$ cat config.mk
export PLATFORM = sky130hd
export DESIGN_NAME = trap_sequencer
export DESIGN_NICKNAME = d
export VERILOG_FILES = /design/src/rtl/trap_sequencer.sv
export SDC_FILE = /design/constraint.sdc
export NUM_CORES = 1
export LEC_CHECK = 0
export ABC_AREA = 1
export BUFFER_PORTS_ARGS = -buffer_cell sky130_fd_sc_hd__buf_2
export CORE_AREA = 2 2 106 108
export CTS_CLUSTER_SIZE = 28
export DETAILED_ROUTE_END_ITERATION = 12
export DIE_AREA = 0 0 108 110
export PLACE_DENSITY = 0.65
export SYNTH_ARGS = -nofsm -noshare
export SYNTH_HDL_FRONTEND = slang
export SYNTH_SLANG_ARGS = --single-unit
$ cat constraint.sdc
create_clock -name clk -period 1.81 [get_ports clk]
set_input_delay 0.181 -clock clk [delete_from_list [all_inputs] [get_ports clk]]
set_output_delay 0.181 -clock clk [all_outputs]
set_load 0.02 [all_outputs]
$ cat src/rtl/trap_sequencer.sv
// rtl/trap_sequencer.sv - trap arbitration, CSR save sequencing and handler entry/exit control
module trap_sequencer #(
    parameter logic [31:0] TRAP_BASE  = 32'hF000,
    parameter logic [31:0] VEC_STRIDE = 32'h4
) (
    input  logic        clk,
    input  logic        rst,
    input  logic [4:0]  src_req,
    input  logic [31:0] src_pc,
    input  logic        pdu_run,
    input  logic [31:0] mipd_in,
    input  logic [31:0] mepc_in,
    input  logic        cpu_csr_wen,
    input  logic [31:0] cpu_csr_wadd,
    input  logic [31:0] cpu_csr_din,
    output logic        cpu_csr_stall,
    output logic        csr_wen,
    output logic [31:0] csr_wadd,
    output logic [31:0] csr_wdata,
    output logic        cpu_run,
    output logic        pc_redirect,
    output logic [31:0] pc_target,
    output logic        in_trap,
    output logic        nested_err,
    output logic [2:0]  cause_q
);

    localparam logic [3:0] S_HALT       = 4'd0;
    localparam logic [3:0] S_IDLE       = 4'd1;
    localparam logic [3:0] S_SAVE_CAUSE = 4'd2;
    localparam logic [3:0] S_SAVE_EPC   = 4'd3;
    localparam logic [3:0] S_SAVE_TVAL  = 4'd4;
    localparam logic [3:0] S_SAVE_MIPD  = 4'd5;
    localparam logic [3:0] S_VECTOR     = 4'd6;
    localparam logic [3:0] S_HANDLER    = 4'd7;
    localparam logic [3:0] S_RETURN     = 4'd8;

    logic [3:0]  state_q, state_d;
    logic [2:0]  cause_d;
    logic [31:0] pc_q, pc_d;
    logic        nested_q, nested_d;
    logic [2:0]  sel_cause;

    // Descending scan so the lowest set bit (highest priority) is assigned last.
    always_comb begin
        sel_cause = 3'd0;
        for (int i = 4; i >= 0; i--) begin
            if (src_req[i]) begin
                sel_cause = 3'(i + 1);
            end
        end
    end

    always_comb begin
        state_d  = state_q;
        cause_d  = cause_q;
        pc_d     = pc_q;
        nested_d = nested_q;
        case (state_q)
            S_HALT:       if (pdu_run) state_d = S_IDLE;
            S_IDLE: begin
                if (|src_req) begin
                    cause_d = sel_cause;
                    pc_d    = src_pc;
                    state_d = S_SAVE_CAUSE;
                end
            end
            S_SAVE_CAUSE: state_d = S_SAVE_EPC;
            S_SAVE_EPC:   state_d = S_SAVE_TVAL;
            S_SAVE_TVAL:  state_d = S_SAVE_MIPD;
            S_SAVE_MIPD:  state_d = (cause_q <= 3'd2) ? S_HALT : S_VECTOR;
            S_VECTOR:     state_d = S_HANDLER;
            S_HANDLER: begin
                if (|src_req[4:2]) nested_d = 1'b1;
                if (mipd_in == 32'd1) state_d = S_RETURN;
            end
            S_RETURN: begin
                cause_d = 3'd0;
                state_d = S_IDLE;
            end
            default:      state_d = S_HALT;
        endcase
    end

    always_ff @(posedge clk) begin
        if (rst) begin
            state_q  <= S_HALT;
            cause_q  <= 3'd0;
            pc_q     <= 32'd0;
            nested_q <= 1'b0;
        end else begin
            state_q  <= state_d;
            cause_q  <= cause_d;
            pc_q     <= pc_d;
            nested_q <= nested_d;
        end
    end

    assign nested_err = nested_q;

    // Reset masks every strobe so a sequence cut short never emits another write.
    always_comb begin
        cpu_run       = 1'b0;
        in_trap       = 1'b0;
        pc_redirect   = 1'b0;
        pc_target     = 32'd0;
        cpu_csr_stall = 1'b0;
        csr_wen       = cpu_csr_wen;
        csr_wadd      = cpu_csr_wadd;
        csr_wdata     = cpu_csr_din;
        case (state_q)
            S_IDLE:    cpu_run = ~|src_req;
            S_SAVE_CAUSE, S_SAVE_EPC, S_SAVE_TVAL, S_SAVE_MIPD: begin
                cpu_csr_stall = cpu_csr_wen;
                csr_wen       = 1'b1;
                case (state_q)
                    S_SAVE_CAUSE: begin csr_wadd = 32'h342; csr_wdata = {29'b0, cause_q}; end
                    S_SAVE_EPC:   begin csr_wadd = 32'h341; csr_wdata = pc_q; end
                    S_SAVE_TVAL:  begin csr_wadd = 32'h343; csr_wdata = (cause_q == 3'd1) ? 32'd0 : pc_q; end
                    default:      begin csr_wadd = 32'h100; csr_wdata = 32'd0; end
                endcase
            end
            S_VECTOR: begin
                pc_redirect = 1'b1;
                pc_target   = TRAP_BASE + ({29'b0, cause_q} - 32'd1) * VEC_STRIDE;
            end
            S_HANDLER: begin
                cpu_run = 1'b1;
                in_trap = 1'b1;
            end
            S_RETURN: begin
                in_trap       = 1'b1;
                pc_redirect   = 1'b1;
                pc_target     = mepc_in;
                cpu_csr_stall = cpu_csr_wen;
                csr_wen       = 1'b1;
                csr_wadd      = 32'h100;
                csr_wdata     = 32'd0;
            end
            default: ;
        endcase
        if (rst) begin
            cpu_run       = 1'b0;
            in_trap       = 1'b0;
            pc_redirect   = 1'b0;
            pc_target     = 32'd0;
            cpu_csr_stall = 1'b0;
            csr_wen       = 1'b0;
            csr_wadd      = 32'd0;
            csr_wdata     = 32'd0;
        end
    end

endmodule

==> run_results.csv <==
group,metric,value,unit
place,gp_congestion,0.801,
detailed_routing,wl,14100,um
sta,fin_skew,0.00690,ns
detailed_routing,wl_per_cell,14.0,um
critical_path,path_depth,11,
final_layout,drive_gt1_share,55.7,%
logic_synthesis,synth_nets,721,
detailed_routing,drt_iter0_drc,161,
logic_synthesis,syn_inst,549,
global_route,grt_pass1_vias,4175,
detailed_routing,route.detailed.drc,0,
critical_path,reg2reg_setup_slack,0.19,ns
logic_synthesis,ys_seq_elements,40,
floorplan,floorplan.die_area,11900,um^2
global_route,gr-total-overflow,0,
power_and_ir_drop,finalPower,0.00370,W
logic_synthesis,yosysWarnings,0,
global_route,grt_util_met2,44.6,%
cts,cts_tree,"yes",
detailed_routing,viasPerCell,4.46,
power_and_ir_drop,leakage,3.32,nW
detailed_routing,routed-via-count,4468,
final_layout,syn_to_final_growth,92.9,%
sta,drv_slew,0,
critical_path,cp-endpoint,"csr_wadd[24]",
sta,worst_pin_slew,0.508,ns
power_and_ir_drop,p_sw_share,37.2,%
cts,clk_latency,0.29,ns
critical_path,critPathMaxStageDelay,0.37,ns
run_status,outcome,"finished with violations",
logic_synthesis,synth_seq_area_share,24.9,%
critical_path,startpoint,"state_q[2]",
final_layout,stdcell_count,1001,
floorplan,coreArea,10700,um^2
place,io_buffers,273,
logic_synthesis,avgSynthCellArea,5.85,um^2
floorplan,die_h,110,um
floorplan,ios,274,
power_and_ir_drop,ir_drop,0.325,mV
power_and_ir_drop,seqPwrFrac,28.6,%
sta,setup_violations,94,
power_and_ir_drop,p_comb_share,51.5,%
cts,cts-root-buf,"clkbuf_8",
power_and_ir_drop,pwr-share-clk,19.9,%
cts,htree_levels,2,
detailed_routing,ant_nets,0,
critical_path,critPathTopFamily,"buffers and inverters",
sta,relSlewSlack,66.1,%
global_route,use_met3,5.06,%
sta,hold_viol,0,
floorplan,row_count,38,
place,place_hpwl,9770,um
floorplan,chipWidth,108,um
sta,setup_tns,-17.49,ns
critical_path,regToRegEndpoint,"pc_q[29]",
logic_synthesis,ys_types,28,
sta,fin_ws,-0.297,ns
critical_path,r2r-start,"state_q[1]",
critical_path,cp_slowest_cell,"dfxtp_4",
global_route,met1_usage,21.3,%
global_route,top_usage_layer,"met2",
critical_path,start_kind,"register",
sta,max_freq,475,MHz
sta,period_minus_slack,2.11,ns
run,cap_violations,0,
floorplan,start_util,30.0,%
global_route,grt_pass1_wl,19700,um
critical_path,cp.required,1.63,ns
power_and_ir_drop,power.density,596,nW/um^2
place,place_inst,964,
power_and_ir_drop,power.internal,0.00232,W
cts,holdBufCountCts,0,
global_route,antenna_found_initial,1,
cts,clock-sinks,40,
sta,rsz0062_at_grt,"true",
final_layout,layout.nets,1032,
detailed_routing,first_pass_iters,4,
global_route,grt_max_degree,46,
critical_path,cp-end-kind,"output pin",
logic_synthesis,synth.cell_area,3210,um^2
critical_path,path_class,"reg -> out",
global_route,grt_use_total,21.4,%
min_path,hp-class,"in -> reg",
cts,numCtsBuffers,5,
final_layout,fin_util,57.9,%
critical_path,critPathBufInv,5,
cts,clock_path_buffers,2,
run_status,violations,"setup timing",
critical_path,worstPathArrival,1.93,ns
sta,hold_slack,0.136,ns
power_and_ir_drop,power.switching,0.00138,W
critical_path,cp_max_fo,7,
critical_path,r2r_cells,9,
final_layout,antenna_cells,0,
cts,clk_transition_reported_paths,0.08,ns
critical_path,cp_cell_sequence,"inv_4 -> nor2_4 -> nand2_4 -> nand2_4 -> nor3_4 -> buf_6 -> buf_12 -> nand2_8 -> buf_12 -> nor2_2 -> buf_4",
sta,min_period_over_period,116,%
-- registers in the layout, summed over array words and instances, names as in the netlist --
name and flops:
pc_q 32, state_q 4, cause_q 3, nested_err 1
-- Yosys cell counts, drive strengths merged --
| library cell | count | area (um^2) |
|---|---|---|
| clkbuf | 9 | 33.8 |
| ha | 3 | 37.5 |
| a21oi | 47 | 340 |
| nor2 | 141 | 539 |
| nand2 | 118 | 533 |
| o21ai | 45 | 233 |
| inv | 100 | 375 |
| dfxtp | 40 | 801 |
| nand3 | 17 | 90.1 |
| o21a | 3 | 22.5 |
| and2 | 1 | 6.26 |
| nand4 | 3 | 18.8 |
| xnor2 | 1 | 8.76 |
| nor3 | 3 | 26.3 |
| buf | 18 | 146 |
-- tightest hold or removal path, stage by stage --
cell,delay (ns)
buf_2,0.07
o21ai_0,0.07
nor2_1,0.07
-- worst min-delay path by stage --
stage	slack (ns)	end	start	cells after the start
global route	0.15	pc_q[3]	src_pc[3]	3
global placement	0.43	pc_q[7]	src_pc[7]	3
floorplan	0.35	pc_q[0]	src_pc[0]	2
CTS	0.13	pc_q[11]	src_pc[11]	3
detailed placement	0.44	pc_q[11]	src_pc[11]	3
finish	0.14	pc_q[11]	src_pc[11]	3
-- repair_timing --
| item | 4_1_cts | 5_1_grt |
|---|---|---|
| setup endpoints to repair | 100 | 100 |
| resized for setup | 166 | 110 |
| cloned | 8 | 1 |
| setup buffers | 11 | 9 |
| pin swaps | 4 | 12 |
-- routing by layer --
| layer | part of all wire [%] | up-vias |
|---|---|---|
| met4 | 1.1 | 2 |
| met5 | 0.050 | - |
| met3 | 7.6 | 13 |
| met2 | 55 | 169 |
| li1 | - | 2278 |
| met1 | 36 | 2006 |
-- cells by family after synthesis --
group	share of synthesized area, %
and+or+nand+nor	37.8
adders and majority gates	1.17
xor gates and xnor gates	0.273
DFF	24.9
buffers and inverters	17.3
AOI/OAI and AO/OA	18.5
-- power groups by stage --
stage	Combinational, W	Clock [W]	Sequential (W)
global route	0.00206	0.000796	0.00107
finish	0.00190	0.000737	0.00106
CTS	0.00169	0.000757	0.00105
detailed placement	0.00130	0	0.00107
floorplan	0.000836	0	0.00107
global placement	0.00129	0	0.00106
-- placed cells by master (no fill, tap or decap), types with 2 or more instances in the layout --
| master | instances |
|---|---|
| a21oi_1 | 11 |
| a21oi_2 | 35 |
| buf_12 | 11 |
| buf_16 | 6 |
| buf_2 | 176 |
| buf_4 | 90 |
| buf_6 | 44 |
| buf_8 | 3 |
| clkbuf_8 | 5 |
| dfxtp_1 | 35 |
| dfxtp_4 | 4 |
| ha_1 | 2 |
| inv_1 | 91 |
| inv_2 | 7 |
| inv_4 | 2 |
| nand2_1 | 70 |
| nand2_2 | 41 |
| nand2_4 | 6 |
| nand3_1 | 14 |
| nand3_4 | 3 |
| nand4_1 | 3 |
| nor2_1 | 107 |
| nor2_2 | 15 |
| nor2_4 | 19 |
| o21a_1 | 3 |
| o21ai_0 | 37 |
| o21ai_1 | 5 |
| o21ai_4 | 2 |
-- area by class of cell --
cell class | instances | area (um^2)
Fill cell | 1001 | 4500
Timing Repair Buffer | 331 | 2510
Multi-Input combinational cell | 382 | 2210
Sequential cell | 40 | 817
Inverter | 100 | 380
Tap cell | 140 | 175
Clock buffer | 5 | 68.8
Clock inverter | 3 | 42.5
-- metrics by stage --
step                instance area [um^2]  setup WS, ns
CTS                                 5690        -0.206
global placement                    4850        0.0414
global route                        6200        -0.372
floorplan                           3220       0.00935
detailed placement                  4850        0.0100
finish                              6200        -0.297
(Power assumes the default switching activity.)
